`src/rtl/noc_tgen_pkg.sv`:
```
// Shared types and payload layout for the AXI-Stream traffic generator.
// The payload format is what downstream checkers decode, so it lives here in one place.
package noc_tgen_pkg;

  typedef enum logic [1:0] {
    IDLE = 2'd0,
    SEND = 2'd1,
    GAP  = 2'd2,
    DONE = 2'd3
  } tgen_state_e;

  localparam int SEQ_LSB       = 16;
  localparam int SEQ_WIDTH     = 16;
  localparam int IDX_WIDTH     = 16;
  localparam int SRC_LSB       = 32;
  localparam int SRC_MAX_WIDTH = 16;
  localparam int PAYLOAD_WIDTH = SRC_LSB + SRC_MAX_WIDTH;

  // Self-describing flit: {src, seq, idx}; bits above the source field stay zero.
  function automatic logic [PAYLOAD_WIDTH-1:0] pack_payload(
    input logic [IDX_WIDTH-1:0]     idx,
    input logic [SEQ_WIDTH-1:0]     seq,
    input logic [SRC_MAX_WIDTH-1:0] src
  );
    logic [PAYLOAD_WIDTH-1:0] p;
    p                          = '0;
    p[IDX_WIDTH-1:0]           = idx;
    p[SEQ_LSB +: SEQ_WIDTH]    = seq;
    p[SRC_LSB +: SRC_MAX_WIDTH] = src;
    return p;
  endfunction

endpackage

```
`src/rtl/axis_traffic_gen.sv`:
```
// AXI-Stream packet generator: programmable length/dest/tid/gap packets with
// self-describing payloads, driving a router tile injection port.
module axis_traffic_gen
  import noc_tgen_pkg::*;
#(
  parameter int TDATA_WIDTH    = 64,
  parameter int TID_WIDTH      = 2,
  parameter int TDEST_WIDTH    = 4,
  parameter int RTR_ADDR_WIDTH = 4,
  parameter int LEN_WIDTH      = 8,
  parameter int GAP_WIDTH      = 8,
  parameter int CNT_WIDTH      = 32
) (
  input  logic                      clk_usr,
  input  logic                      rst_n,
  input  logic                      start,
  input  logic                      stop,
  input  logic [TDEST_WIDTH-1:0]    cfg_dest,
  input  logic [TID_WIDTH-1:0]      cfg_tid,
  input  logic [LEN_WIDTH-1:0]      cfg_pkt_len,
  input  logic [CNT_WIDTH-1:0]      cfg_num_pkts,
  input  logic [GAP_WIDTH-1:0]      cfg_gap,
  input  logic [RTR_ADDR_WIDTH-1:0] src_address,
  output logic                      axis_out_tvalid,
  input  logic                      axis_out_tready,
  output logic [TDATA_WIDTH-1:0]    axis_out_tdata,
  output logic                      axis_out_tlast,
  output logic [TID_WIDTH-1:0]      axis_out_tid,
  output logic [TDEST_WIDTH-1:0]    axis_out_tdest,
  output logic                      busy,
  output logic                      done,
  output logic [CNT_WIDTH-1:0]      pkt_count,
  output logic [CNT_WIDTH-1:0]      flit_count
);

  tgen_state_e               state_q, state_d;
  logic [TDEST_WIDTH-1:0]    dest_q, dest_d;
  logic [TID_WIDTH-1:0]      tid_q, tid_d;
  logic [LEN_WIDTH-1:0]      len_q, len_d;
  logic [CNT_WIDTH-1:0]      num_q, num_d;
  logic [GAP_WIDTH-1:0]      gap_q, gap_d;
  logic [RTR_ADDR_WIDTH-1:0] src_q, src_d;
  logic                      stop_pend_q, stop_pend_d;
  logic [LEN_WIDTH-1:0]      idx_q, idx_d;
  logic [SEQ_WIDTH-1:0]      seq_q, seq_d;
  logic [GAP_WIDTH-1:0]      gap_cnt_q, gap_cnt_d;
  logic [CNT_WIDTH-1:0]      pkt_q, pkt_d;
  logic [CNT_WIDTH-1:0]      flit_q, flit_d;
  logic                      tvalid_q, tvalid_d;
  logic [TDATA_WIDTH-1:0]    tdata_q, tdata_d;
  logic                      tlast_q, tlast_d;

  logic                      hs;
  logic                      load_pl;
  logic [LEN_WIDTH-1:0]      pl_idx;
  logic [SEQ_WIDTH-1:0]      pl_seq;
  logic [LEN_WIDTH-1:0]      pl_len;
  logic [RTR_ADDR_WIDTH-1:0] pl_src;
  logic [LEN_WIDTH-1:0]      eff_len;
  logic                      last_pkt;

  assign hs       = tvalid_q & axis_out_tready;
  assign eff_len  = (cfg_pkt_len == '0) ? LEN_WIDTH'(1) : cfg_pkt_len;
  assign last_pkt = (num_q != '0) && ((pkt_q + CNT_WIDTH'(1)) == num_q);

  // NOTE: every variable assigned here gets a default first, so no path leaves it unassigned (no latch).
  always_comb begin
    state_d     = state_q;
    dest_d      = dest_q;
    tid_d       = tid_q;
    len_d       = len_q;
    num_d       = num_q;
    gap_d       = gap_q;
    src_d       = src_q;
    stop_pend_d = stop_pend_q;
    idx_d       = idx_q;
    seq_d       = seq_q;
    gap_cnt_d   = gap_cnt_q;
    pkt_d       = pkt_q;
    flit_d      = flit_q;
    tvalid_d    = tvalid_q;
    tdata_d     = tdata_q;
    tlast_d     = tlast_q;
    load_pl     = 1'b0;
    pl_idx      = '0;
    pl_seq      = seq_q;
    pl_len      = len_q;
    pl_src      = src_q;

    case (state_q)
      IDLE, DONE: begin
        // start wins over a simultaneous stop, so stop_pend is simply cleared.
        if (start) begin
          state_d     = SEND;
          dest_d      = cfg_dest;
          tid_d       = cfg_tid;
          len_d       = eff_len;
          num_d       = cfg_num_pkts;
          gap_d       = cfg_gap;
          src_d       = src_address;
          stop_pend_d = 1'b0;
          idx_d       = '0;
          seq_d       = '0;
          pkt_d       = '0;
          flit_d      = '0;
          tvalid_d    = 1'b1;
          load_pl     = 1'b1;
          pl_seq      = '0;
          pl_len      = eff_len;
          pl_src      = src_address;
        end
      end

      SEND: begin
        if (stop) stop_pend_d = 1'b1;
        if (hs) begin
          flit_d = flit_q + CNT_WIDTH'(1);
          if (tlast_q) begin
            pkt_d = pkt_q + CNT_WIDTH'(1);
            seq_d = seq_q + SEQ_WIDTH'(1);
            idx_d = '0;
            if (last_pkt || stop_pend_q || stop) begin
              state_d     = DONE;
              tvalid_d    = 1'b0;
              stop_pend_d = 1'b0;
            end else if (gap_q == '0) begin
              load_pl = 1'b1;
              pl_seq  = seq_q + SEQ_WIDTH'(1);
            end else begin
              state_d   = GAP;
              tvalid_d  = 1'b0;
              gap_cnt_d = gap_q - GAP_WIDTH'(1);
            end
          end else begin
            idx_d   = idx_q + LEN_WIDTH'(1);
            load_pl = 1'b1;
            pl_idx  = idx_q + LEN_WIDTH'(1);
          end
        end
      end

      GAP: begin
        if (stop_pend_q || stop) begin
          state_d     = DONE;
          stop_pend_d = 1'b0;
        end else if (gap_cnt_q == '0) begin
          state_d  = SEND;
          tvalid_d = 1'b1;
          load_pl  = 1'b1;
        end else begin
          gap_cnt_d = gap_cnt_q - GAP_WIDTH'(1);
        end
      end

      default: state_d = IDLE;
    endcase

    if (load_pl) begin
      tdata_d = TDATA_WIDTH'(pack_payload(IDX_WIDTH'(pl_idx), pl_seq, SRC_MAX_WIDTH'(pl_src)));
      tlast_d = (pl_idx == (pl_len - LEN_WIDTH'(1)));
    end
  end

  // NOTE: sequential state uses non-blocking assignments so all flops update together at the edge.
  always_ff @(posedge clk_usr or negedge rst_n) begin
    if (!rst_n) begin
      state_q     <= IDLE;
      dest_q      <= '0;
      tid_q       <= '0;
      len_q       <= '0;
      num_q       <= '0;
      gap_q       <= '0;
      src_q       <= '0;
      stop_pend_q <= 1'b0;
      idx_q       <= '0;
      seq_q       <= '0;
      gap_cnt_q   <= '0;
      pkt_q       <= '0;
      flit_q      <= '0;
      tvalid_q    <= 1'b0;
      tdata_q     <= '0;
      tlast_q     <= 1'b0;
    end else begin
      state_q     <= state_d;
      dest_q      <= dest_d;
      tid_q       <= tid_d;
      len_q       <= len_d;
      num_q       <= num_d;
      gap_q       <= gap_d;
      src_q       <= src_d;
      stop_pend_q <= stop_pend_d;
      idx_q       <= idx_d;
      seq_q       <= seq_d;
      gap_cnt_q   <= gap_cnt_d;
      pkt_q       <= pkt_d;
      flit_q      <= flit_d;
      tvalid_q    <= tvalid_d;
      tdata_q     <= tdata_d;
      tlast_q     <= tlast_d;
    end
  end

  assign axis_out_tvalid = tvalid_q;
  assign axis_out_tdata  = tdata_q;
  assign axis_out_tlast  = tlast_q;
  assign axis_out_tid    = tid_q;
  assign axis_out_tdest  = dest_q;
  assign busy            = (state_q == SEND) || (state_q == GAP);
  assign done            = (state_q == DONE);
  assign pkt_count       = pkt_q;
  assign flit_count      = flit_q;

endmodule
```
`config.mk`:
```
export PLATFORM = sky130hd
export DESIGN_NAME = axis_traffic_gen
export DESIGN_NICKNAME = d
export VERILOG_FILES = /design/src/rtl/noc_tgen_pkg.sv /design/src/rtl/axis_traffic_gen.sv
export SDC_FILE = /design/constraint.sdc
export NUM_CORES = 1
export LEC_CHECK = 0
export CORE_ASPECT_RATIO = 1.5
export CORE_MARGIN = 3
export CORE_UTILIZATION = 58
export CTS_CLUSTER_SIZE = 28
export DETAILED_ROUTE_END_ITERATION = 6
export PLACE_DENSITY = 0.86
export SLEW_MARGIN = 25
export SYNTH_ARGS = -nofsm -noshare
export SYNTH_HDL_FRONTEND = slang
export SYNTH_SLANG_ARGS = --single-unit
```
`constraint.sdc`:
```
create_clock -name clk_usr -period 6.4 [get_ports clk_usr]
set_input_delay 0.96 -clock clk_usr [delete_from_list [all_inputs] [get_ports clk_usr]]
set_output_delay 0.96 -clock clk_usr [all_outputs]
set_load 0.01 [all_outputs]
```
After elaboration in Yosys (flattened, before gate mapping)
Cells that the tools add are included.
{"block": "totals", "ff_bits": 187, "in_bits": 63, "out_inout_bits": 138}
{"block": "op_classes", "addsub": 7, "eq_ne": 16, "mux": 64, "bitwise": 1, "reduce_logical": 21}
{"cell": "two-way mux 32 bit", "count": 4}
{"cell": "one-hot mux 32 bit (2 select lines)", "count": 2}
{"cell": "two-way mux 16 bit", "count": 7}
{"cell": "two-way mux 8 bit", "count": 14}
{"cell": "adder 32 x 1 -> 32 bit (second input constant)", "count": 2}
{"cell": "one-hot mux 16 bit (2 select lines)", "count": 2}
{"cell": "equality test 32 bit", "count": 1}
{"cell": "one-hot mux 8 bit (2 select lines)", "count": 2}
{"cell": "nonzero test 32 bit", "count": 1}
{"cell": "logical NOT 8 bit", "count": 3}
{"cell": "subtractor 8 x 1 -> 8 bit (second input constant)", "count": 3}
{"cell": "two-way mux 1 bit", "count": 20}
{"cell": "!= test 2 bit (second input constant)", "count": 9}
{"cell": "adder 16 x 1 -> 16 bit (second input constant)", "count": 1}
{"cell": "two-way mux 2 bit", "count": 7}
{"cell": "one-hot mux 1 bit (3 select lines)", "count": 3}
{"cell": "adder 8 x 1 -> 8 bit (second input constant)", "count": 1}
{"cell": "equality test 8 bit", "count": 1}
{"cell": "two-way mux 4 bit", "count": 2}
{"cell": "AND reduction 7 bit", "count": 1}
{"cell": "!= test 3 bit (second input constant)", "count": 2}
{"cell": "one-hot mux 2 bit (3 select lines)", "count": 1}
{"cell": "AND reduction 3 bit", "count": 2}
{"cell": "AND reduction 6 bit", "count": 1}
{"cell": "other kinds (11)", "count": 17}

Logic depth before layout (Yosys ltp)
Gate-level depths: netlist of run 1.
{"block": "logic_depth", "depth_word": 9, "mapped_depth": 15}

Least setup slack after synthesis of run 1
Ideal clock, no wire load.
{"block": "synth_path", "path_type": "register -> register", "startpoint": "register pkt_q[0] (netlist: pkt_count[0])", "endpoint": "register tdata_q[32] (netlist: axis_out_tdata[32])", "arrival_time_ps": 3409, "required_time_ps": 6275, "path_slack_ps": 2866, "stages_incl_launch_ff": 14, "path_buffers": 3, "path_cell_list": "dfrtp_1 > ha_1 > nand3_2 > or4_1 > mux2i_1 > or4_1 > nor4_1 > o2111a_1 > buf_4 > o211ai_4 > and2_4 > buf_6 > buf_6 > mux2_4"}
{"block": "synth_via", "elab_chain_len": 9}
{"element": "start: declaration", "line": "axis_traffic_gen.sv:47", "rtl": "logic [CNT_WIDTH-1:0] pkt_q, pkt_d;"}
{"element": "start signal: assignment", "line": "axis_traffic_gen.sv:195", "rtl": "pkt_q <= pkt_d;"}
{"element": "adder 32 x 1 -> 32 bit", "line": "axis_traffic_gen.sv:64", "rtl": "assign last_pkt = (num_q != '0) && ((pkt_q + CNT_WIDTH'(1)) == num_q);"}
{"element": "equality test 32 bit", "line": "axis_traffic_gen.sv:64"}
{"element": "logical AND 1 bit", "line": "axis_traffic_gen.sv:64"}
{"element": "logical OR 1 bit (2 in series)", "line": "axis_traffic_gen.sv:122", "rtl": "if (last_pkt || stop_pend_q || stop) begin"}
{"element": "two-way mux 1 bit", "line": "axis_traffic_gen.sv:122"}
{"element": "two-way mux 1 bit", "line": "axis_traffic_gen.sv:118", "rtl": "if (tlast_q) begin"}
{"element": "two-way mux 1 bit", "line": "axis_traffic_gen.sv:116", "rtl": "if (hs) begin"}
{"element": "one-hot mux 1 bit (3 select lines)", "line": "axis_traffic_gen.sv:90", "rtl": "case (state_q)"}
{"element": "end signal: assignment", "line": "axis_traffic_gen.sv:198", "rtl": "tdata_q <= tdata_d;"}
{"element": "end: declaration", "line": "axis_traffic_gen.sv:50", "rtl": "logic [TDATA_WIDTH-1:0] tdata_q, tdata_d;"}
No other way between the ends.
A chain may end at the register's enable or synchronous reset.

Final worst setup path of run 1
{"block": "layout_path", "startpoint": "register pkt_q[4] (netlist: pkt_count[4])", "endpoint": "register tdata_q[33] (netlist: axis_out_tdata[33])"}
The elaborated chain is that of the path after synthesis.

==> flow_summary.ini, run 1 <==
[clock_network]
clk_pin_slew_ns = 0.08
htreeDepth = 4
cts_setup_buffers = 0
cts_sinks = 187
clk_path_buf_depth = 2
cts_hold_buf = 0
cts_tree = done
clk_latency_ns = 0.44
cts_resized = 0
cts_buffers = 17
root_buffer = clkbuf_16

[power]
power_density_nw_per_um2 = 201
p_leak_nw = 5.68
p_clk_share_pct = 40.7
combPwrFrac_pct = 11.0
switchingPower_mw = 0.742
seqPwrFrac_pct = 48.3
swShare_pct = 27.9
internal_power_mw = 1.92
finalPower_mw = 2.66
peakVddDrop_mv = 0.211

[run]
cap_violations = 0

[sta]
period_share_pct = 73.6
fin_skew_ns = 0.0119
drv_slew = 0
finalHoldViolations = 0
hold-worst-slack_ns = 0.490
setup_tns_ns = 0
slew_headroom_pct = 40.7
setup_violations = 0
rsz0062_at_grt = false
min_period_ns = 4.71
clock.fmax_mhz = 212
worst_slew_pin_slew_ns = 0.883

[detailed_routing]
wl_met2_um = 15400
top_layer = met4
post_drt_via_cell_ratio = 6.21
vias = 9706
drc = 0
totalWireLength_um = 29900
drt_iter0_markers = 1022
post_drt_wl_per_cell_um = 19.1
m1WireLength_um = 11300
wl_met3_um = 1780
dr.pass1.iters = 6
detail-route-antenna-nets = 0

[outcome]
outcome = finished clean

[critical_path]
worstSetupPathType = reg2reg
critical-path-max-stage-delay_ns = 0.84
start_kind = register
ff2ff_setup_slack_ns = 1.69
path_cells = nand4_1 -> or4_1 -> or3_1 -> a22o_1 -> nor4_2 -> o2111a_1 -> o211ai_4 -> and2_4 -> mux2_4
arrival_ns = 5.03
cp-end-kind = register
critical_path.top_delay_family = simple AND/OR/NAND/NOR gates
required_ns = 6.72
slowest_stage = or4_1
crit_fanout = 27
cp_num_buf_inv = 0

[global_route]
grt_pass1_wl_um = 48600
grt_pass1_vias = 9568
antenna_found_initial = 0
grt_max_degree = 71
grtUsageTotal_pct = 28.8
grt-ovfl-total = 0

[logic_synthesis]
yosys_warnings = 0
synth_cell_type_count = 76
syn-instance-count = 1176
syn_area_um2 = 11000
synth_top_family_by_area = simple AND/OR/NAND/NOR gates
synth_simple_gate_area_share_pct = 20.1
yosysSeqAreaShare_pct = 42.5
synth_edf_count = 0
synthMuxAreaShare_pct = 7.96
synth_compound_area_share_pct = 15.7
async_reset_ff_share_pct = 100
ys_ff_latch = 187
synthFlopType = dfrtp_1
synth_fa_ha_area_share_pct = 1.02
synth_xor_xnor_area_share_pct = 6.69
synth.avg_cell_area_um2 = 9.36

[floorplanning]
boundaryPins = 201
die_h_um = 175
initial_core_util_pct = 59.1
core_area_um2 = 18600
fp.dieW_um = 118
rows = 61
die_area_um2 = 20700

[final_layout]
final_cell_mix = dfrtp_1, clkdlybuf4s50_1, nand2_1, o21ai_0, nor2_1
syn2layout_area_growth_pct = 20.1
layout_commonest_cell = dfrtp_1
num-fill-cells = 1415
antenna_cells = 0
nNetsFinal = 1370
drive_gt1_share_pct = 10.8
utilization_pct = 70.9

[placement]
gp_congestion = 0.970
io_buffers = 164
post-dp-hpwl_um = 21000

[hold_path]
hp-class = in2async
[area by class of cell]
cell class	instances	area [um^2]	share of cell area [%]
sequential	187	4680	35.4
tap	252	315	2.39
multi-input combinational	897	5800	43.9
clock inverter	15	193	1.46
inverter	19	71.3	0.540
timing repair buffer	176	1730	13.1
clock buffer	17	425	3.22
[worst reg2reg max path, stage by stage, from the launching register on]
cell	delay [ns]
dfrtp_1	0.53
nand4_1	0.50
or4_1	0.84
or3_1	0.43
a22o_1	0.25
nor4_2	0.23
o2111a_1	0.75
o211ai_4	0.32
and2_4	0.39
mux2_4	0.36
[cells in the mapped netlist (4+ instances only)]
library cell	n	area share (%)
dfrtp_1	187	43
a22o_1	4	0.32
clkbuf_1	45	1.5
nand3_1	50	2.3
a31oi_2	8	0.91
o21ai_0	96	4.4
mux2_2	64	6.5
and3_1	34	1.9
buf_2	7	0.32
and4_1	6	0.48
nand2b_1	9	0.51
or4_1	8	0.55
mux2i_1	11	1.0
a21oi_1	52	2.4
buf_1	10	0.34
nand2_1	97	3.3
nor3_1	26	1.2
and2_1	7	0.40
o21a_1	4	0.27
o41ai_1	8	0.64
nor2b_1	6	0.34
or3_1	11	0.63
a32oi_1	5	0.40
inv_1	19	0.65
o31ai_1	21	1.4
nand4_1	25	1.4
ha_1	9	1.0
xnor2_1	50	4.0
buf_4	41	2.8
o211ai_1	8	0.55
nand3b_1	6	0.41
a21o_1	6	0.41
xor2_1	34	2.7
o311ai_0	8	0.64
nor4_1	25	1.4
nor2_1	89	3.0
a31oi_1	14	0.80
nor3b_1	4	0.27
or2_2	4	0.23
[power by group through the flow]
stage / clock [mW] / combinational, mW / sequential, mW
final: 1.08 / 0.292 / 1.29
after global routing: 1.15 / 0.320 / 1.29
after CTS: 1.09 / 0.296 / 1.29
after detailed placement: 0 / 0.294 / 1.31
after global placement: 0 / 0.286 / 1.31
after floorplan: 0 / 0.131 / 1.31
[per-layer routing]
metal	vias to the layer above	track usage [%]
li1	4444	-
met1	4734	33.8
met2	436	50.6
met3	92	4.73
met4	0	15.0
met5	-	0
[through the flow]
stage          area [um^2]  instances  setup slack, ns
6_report             13200       1563             1.69
5_1_grt              13200       1563             1.42
4_1_cts              13200       1563             1.75
3_5_place_dp         12600       1531             1.77
3_3_place_gp         12600       1531             1.84
2_1_floorplan        11100       1211             2.87
[cell families after synthesis]
kind of cell	count (synthesis)
mux	78
simple gates	425
fa+ha+maj	9
flops	187
buf+inv	127
other cells	1
compound gates	265
xor+xnor	84
[flip-flops by register name, indices dropped and copies added, names as in the netlist, 2 cells and up]
signal and flops:
state_q 2, gap_q 8, axis_out_tdest 4, len_q 8, flit_count 32, gap_cnt_q 8
axis_out_tdata 28, seq_q 16, pkt_count 32, src_q 4, axis_out_tid 2, num_q 32
idx_q 8
[final timing paths]
kind | from | endpoint | cells after the start
worst max-delay path | pkt_count[4] | axis_out_tdata[33] | 9
worst min-delay path | rst_n | num_q[19] | 1
worst max register to register | pkt_count[4] | axis_out_tdata[33] | 9
worst min register to register | src_q[1] | src_q[1] | 1
max in group asynchronous | rst_n | axis_out_tdata[29] | 2
min in group clk_usr | src_q[1] | src_q[1] | 1
Note: power is estimated with default switching activity, not from simulation.
==> run 2: changes to the inputs <==
- CORE_UTILIZATION: 58 -> 48
- PLACE_DENSITY: 0.86 -> 0.76
- clock period: 6.4 -> 4.14 ns (I/O delays scaled with it)
==> run 2 against run 1 <==
Core utilization fell by 11 points. Non-clock buffer count up 23. Critical endpoint is now gap_cnt_q[0]. The run now ends with DRC left. Clock power rose by 51%. Global-route usage shrank 4.0 points. Clock skew grew 0.0011 ns. Critical path depth rose by 2. Sequential power increased by 54%. Via count down 0.61%. Cell count grew 2.9%. Final area rose by 1.4%. Sequential cell count did not move. Register-to-register slack worse by 1.3 ns.
==> flow_summary.ini, run 2 (same netlist as run 1, synthesis figures left out) <==
[outcome]
outcome = finished with violations
violations = DRC

[floorplanning]
die_area_um2 = 24800
core_area_um2 = 22500
fp.dieW_um = 130
initial_core_util_pct = 49.0
rows = 67
die_h_um = 191
boundaryPins = 201

[placement]
io_buffers = 164
post-dp-hpwl_um = 22100
gp_congestion = 0.905
placed_area_um2 = 12800

[final_layout]
seq_area_um2 = 4680
stdcell_area_um2 = 13400
multi_input_area_um2 = 5800
layout_commonest_cell = dfrtp_1
drive_gt1_share_pct = 11.9
num-fill-cells = 1944
nNetsFinal = 1393
final_cell_mix = dfrtp_1, clkdlybuf4s50_1, nand2_1, o21ai_0, nor2_1
syn2layout_area_growth_pct = 21.8

[power]
power_density_nw_per_um2 = 304
p_leak_nw = 5.78
peakVddDrop_mv = 0.272

[sta]
period_share_pct = 91.6
drv_slew = 0
clock.fmax_mhz = 264
setup_tns_ns = 0
setup_violations = 0
fin_skew_ns = 0.0130
slew_headroom_pct = 42.2
finalHoldViolations = 0
min_period_ns = 3.79
rsz0062_at_grt = false
worst_slew_pin_slew_ns = 0.864

[clock_network]
cts_sinks = 187
cts_buffers = 17
cts_setup_buffers = 0
root_buffer = clkbuf_16
htreeDepth = 4
clk_latency_ns = 0.44
cts_hold_buf = 0
clk_path_buf_depth = 2
clk_pin_slew_ns = 0.06
cts_resized = 0
cts_tree = done

[critical_path]
critical-path-max-stage-delay_ns = 0.58
worstSetupPathType = reg2reg
cp-startpoint = pkt_count[0]
ff2ff_setup_slack_ns = 0.35
slowest_stage = or4b_1
r2r_end = gap_cnt_q[0]
cp-end-kind = register
r2r_cells = 11
arrival_ns = 4.11
required_ns = 4.46
crit_fanout = 10
path_cells = ha_1 -> nand3_2 -> buf_4 -> nand2b_1 -> or4b_1 -> o211ai_1 -> nor4_2 -> o2111a_1 -> o41ai_1 -> and2_1 -> mux2_2
r2r_start = pkt_count[0]
critPathCapture = gap_cnt_q[0]
start_kind = register

[global_route]
antenna_found_initial = 1
grt-ovfl-total = 0
grt_pass1_wl_um = 48600
grt_max_degree = 92
grt_pass1_vias = 9368
grtUsageTotal_pct = 24.8

[detailed_routing]
detail-route-antenna-nets = 0
drc = 4
post_drt_wl_per_cell_um = 19.1
vias = 9647
drt_iter0_markers = 706
totalWireLength_um = 30700
dr.pass1.iters = 7
post_drt_via_cell_ratio = 6.00

[hold_path]
hp-class = in2async

[run]
cap_violations = 0
==> run 2: changes by cell type in the layout (fill, tap and decap cells not counted), moves of 3 or more <==
cell,before,now
inv_8,4,0
buf_4,12,33
clkinv_2,0,5
clkinv_8,6,0
bufinv_16,0,3
clkbuf_1,0,4
==> run 2: worst min-delay path by stage <==
| stage | to | cells past startpoint | from | slack [ns] |
|---|---|---|---|---|
| after CTS | pkt_count[2] | 1 | rst_n | 0.28 |
| final | num_q[11] | 1 | rst_n | 0.21 |
| after global placement | src_q[3] | 1 | src_q[3] | 0.48 |
| after floorplan | axis_out_tdata[0] | 0 | rst_n | 0.33 |
| after global routing | flit_count[28] | 1 | rst_n | 0.29 |
| after detailed placement | src_q[0] | 1 | src_q[0] | 0.48 |
==> run 2: area by class of cell <==
class | instances | share of cell area [%]
Clock buffer | 21 | 3.29
Sequential cell | 187 | 34.9
Tap cell | 276 | 2.58
Multi-Input combinational cell | 897 | 43.3
Timing Repair Buffer | 199 | 14.4
Inverter | 19 | 0.532
Clock inverter | 9 | 0.925
Antenna cell | 1 | 0.0187
==> run 2: critical path: cells and delay by family (launching register included) <==
kind	cells	cell delay (ns)
and+or+nand+nor	5	1.48
adders and majority gates	1	0.28
muxes	1	0.37
AOI/OAI and AO/OA	3	0.80
buffers and inverters	1	0.24
DFF	1	0.49
==> run 2: power by group <==
part	internal [mW]	switching (mW)
Clock	0.939	0.686
Sequential	1.90	0.0848
Combinational	0.239	0.221
Total	3.08	0.992
==> run 2: per-layer routing <==
metal  GRT usage, %  vias up  share of wire (%)
met2           43.9      365                 53
met1           29.7     4727                 38
li1               -     4490                  -
met3           3.63       65                5.2
met5              0        -                  0
met4           10.2        0                3.5
==> run 2: stage by stage <==
stage               cells  power (mW)  setup WS, ns  hold WS (ns)  util, %
floorplan            1211        2.23         0.606         0.325        -
global placement     1578        2.48         0.447         0.475     57.1
detailed placement   1578        2.49         0.373         0.481     57.1
CTS                  1608        4.11         0.366         0.276     59.6
global route         1609        4.23         0.168         0.294     59.6
finish               1609        4.07         0.347         0.213     59.6
==> run 3: changes to the inputs <==
- RECOVER_POWER: default -> 50
==> run 3 against run 2 <==
The flow finishes with violations (DRC, capacitance limit, slew limit). Global-route usage stayed put. Sequential cell count stayed put. Non-clock buffer count stayed put. Sequential share of layout area hardly changed. Count of clock-buffer cells in the layout stayed put. Clock power hardly changed. Critical path depth is 2 lower. Sequential power hardly changed. Cell count stayed put. Critical path type unchanged. Critical endpoint is now axis_out_tdata[33]. Highest routed layer unchanged.
==> flow_summary.ini, run 3 (same netlist as run 1, synthesis figures left out) <==
[critical_path]
cp-end-kind = register
start_kind = register
worstSetupPathType = reg2reg
slowest_stage = or4_1
critical-path-max-stage-delay_ns = 0.78
cp-startpoint = pkt_count[5]
arrival_ns = 4.11
crit_fanout = 27
r2r_start = pkt_count[5]
required_ns = 4.45
path_cells = nand4_1 -> or4_1 -> or3_1 -> a22o_1 -> nor4_2 -> o2111a_1 -> o211ai_4 -> and2_4 -> mux2_4

[floorplanning]
boundaryPins = 201
die_area_um2 = 24800
die_h_um = 191
fp.dieW_um = 130
core_area_um2 = 22500
initial_core_util_pct = 49.0
rows = 67

[detailed_routing]
totalWireLength_um = 30700
dr.pass1.iters = 7
vias = 9631
drc = 1
post_drt_via_cell_ratio = 5.99
drt_iter0_markers = 717
detail-route-antenna-nets = 0
post_drt_wl_per_cell_um = 19.1

[final_layout]
num-fill-cells = 1944
drive_gt1_share_pct = 11.4
nNetsFinal = 1393
utilization_pct = 59.6
final_cell_mix = dfrtp_1, clkdlybuf4s50_1, nand2_1
stdcell_area_um2 = 13400
layout_commonest_cell = dfrtp_1
syn2layout_area_growth_pct = 21.6

[global_route]
grtUsageTotal_pct = 24.8
grt_pass1_vias = 9368
grt-ovfl-total = 0
grt_pass1_wl_um = 48600
antenna_found_initial = 1
grt_max_degree = 92

[sta]
finalHoldViolations = 0
period_share_pct = 91.8
min_period_ns = 3.80
clock.fmax_mhz = 263
setup_tns_ns = 0
fin_skew_ns = 0.0111
slew_headroom_pct = -59.7
setup_violations = 0
drv_slew = 91
worst_slew_pin_slew_ns = 2.40
rsz0062_at_grt = false

[placement]
post-dp-hpwl_um = 22100
gp_congestion = 0.905
io_buffers = 164
placed_area_um2 = 12800

[power]
peakVddDrop_mv = 0.273
p_leak_nw = 5.86
power_density_nw_per_um2 = 303

[clock_network]
htreeDepth = 4
clk_pin_slew_ns = 0.06
cts_hold_buf = 0
clk_latency_ns = 0.44
cts_resized = 0
cts_tree = done
cts_buffers = 17
cts_sinks = 187
clk_path_buf_depth = 2
cts_setup_buffers = 0
root_buffer = clkbuf_16

[run]
cap_violations = 1

[outcome]
outcome = finished with violations
violations = DRC, capacitance limit, slew limit

[hold_path]
hp-class = reg2reg
hp-start = src_q[0]
run 3: cell types whose count changed in the layout (fill, tap and decap cells not counted), sizes merged:
cell           change
buf                -2
clkdlybuf4s50     -35
clkbuf             +2
dlygate4sd3       +35
run 3: final timing paths:
check	endpoint	slack, ns	depth (start not counted)
max in group asynchronous	pkt_count[26]	1.39	2
min in group asynchronous	num_q[11]	0.86	1
setup / recovery	axis_out_tdata[33]	0.34	9
hold / removal	src_q[0]	0.49	1
hold reg to reg	src_q[0]	0.49	1
setup reg to reg	axis_out_tdata[33]	0.34	9
run 3: layer usage:
layer / global-route usage (%) / share of wire (%) / up-vias
li1: - / - / 4494
met1: 29.7 / 38 / 4705
met2: 43.9 / 53 / 368
met3: 3.63 / 5.3 / 64
met4: 10.2 / 3.4 / 0
met5: 0 / 0 / -
run 3: cell type report:
class / instances / area [um^2] / area share (%)
inverter: 19 / 71.3 / 0.533
clock buffer: 21 / 440 / 3.29
clock inverter: 9 / 124 / 0.926
antenna: 1 / 2.50 / 0.0187
sequential: 187 / 4680 / 35.0
tap: 276 / 345 / 2.58
multi-input combinational: 897 / 5800 / 43.3
timing repair buffer: 199 / 1920 / 14.3
run 3: where the power goes:
group / total, mW / switching, mW / internal, mW / leakage, nW
clock: 1.62 / 0.684 / 0.939 / 0.280
combinational: 0.450 / 0.221 / 0.228 / 3.07
sequential: 1.99 / 0.0846 / 1.90 / 2.51
total: 4.06 / 0.990 / 3.07 / 5.86
run 3: critical path, delay by kind of cell (launching register included):
family	cells	cell delay, ns
compound gates	3	0.81
flops	1	0.49
mux	1	0.34
simple gates	5	2.01
run 3: stage by stage:
stage	instances	hold WS, ns	worst slack (ns)	power (mW)
after floorplan	1211	0.325	0.606	2.23
after global placement	1578	0.475	0.447	2.48
after detailed placement	1578	0.481	0.373	2.49
after CTS	1608	0.276	0.366	4.11
after global routing	1609	0.512	0.168	4.22
final	1609	0.492	0.339	4.06
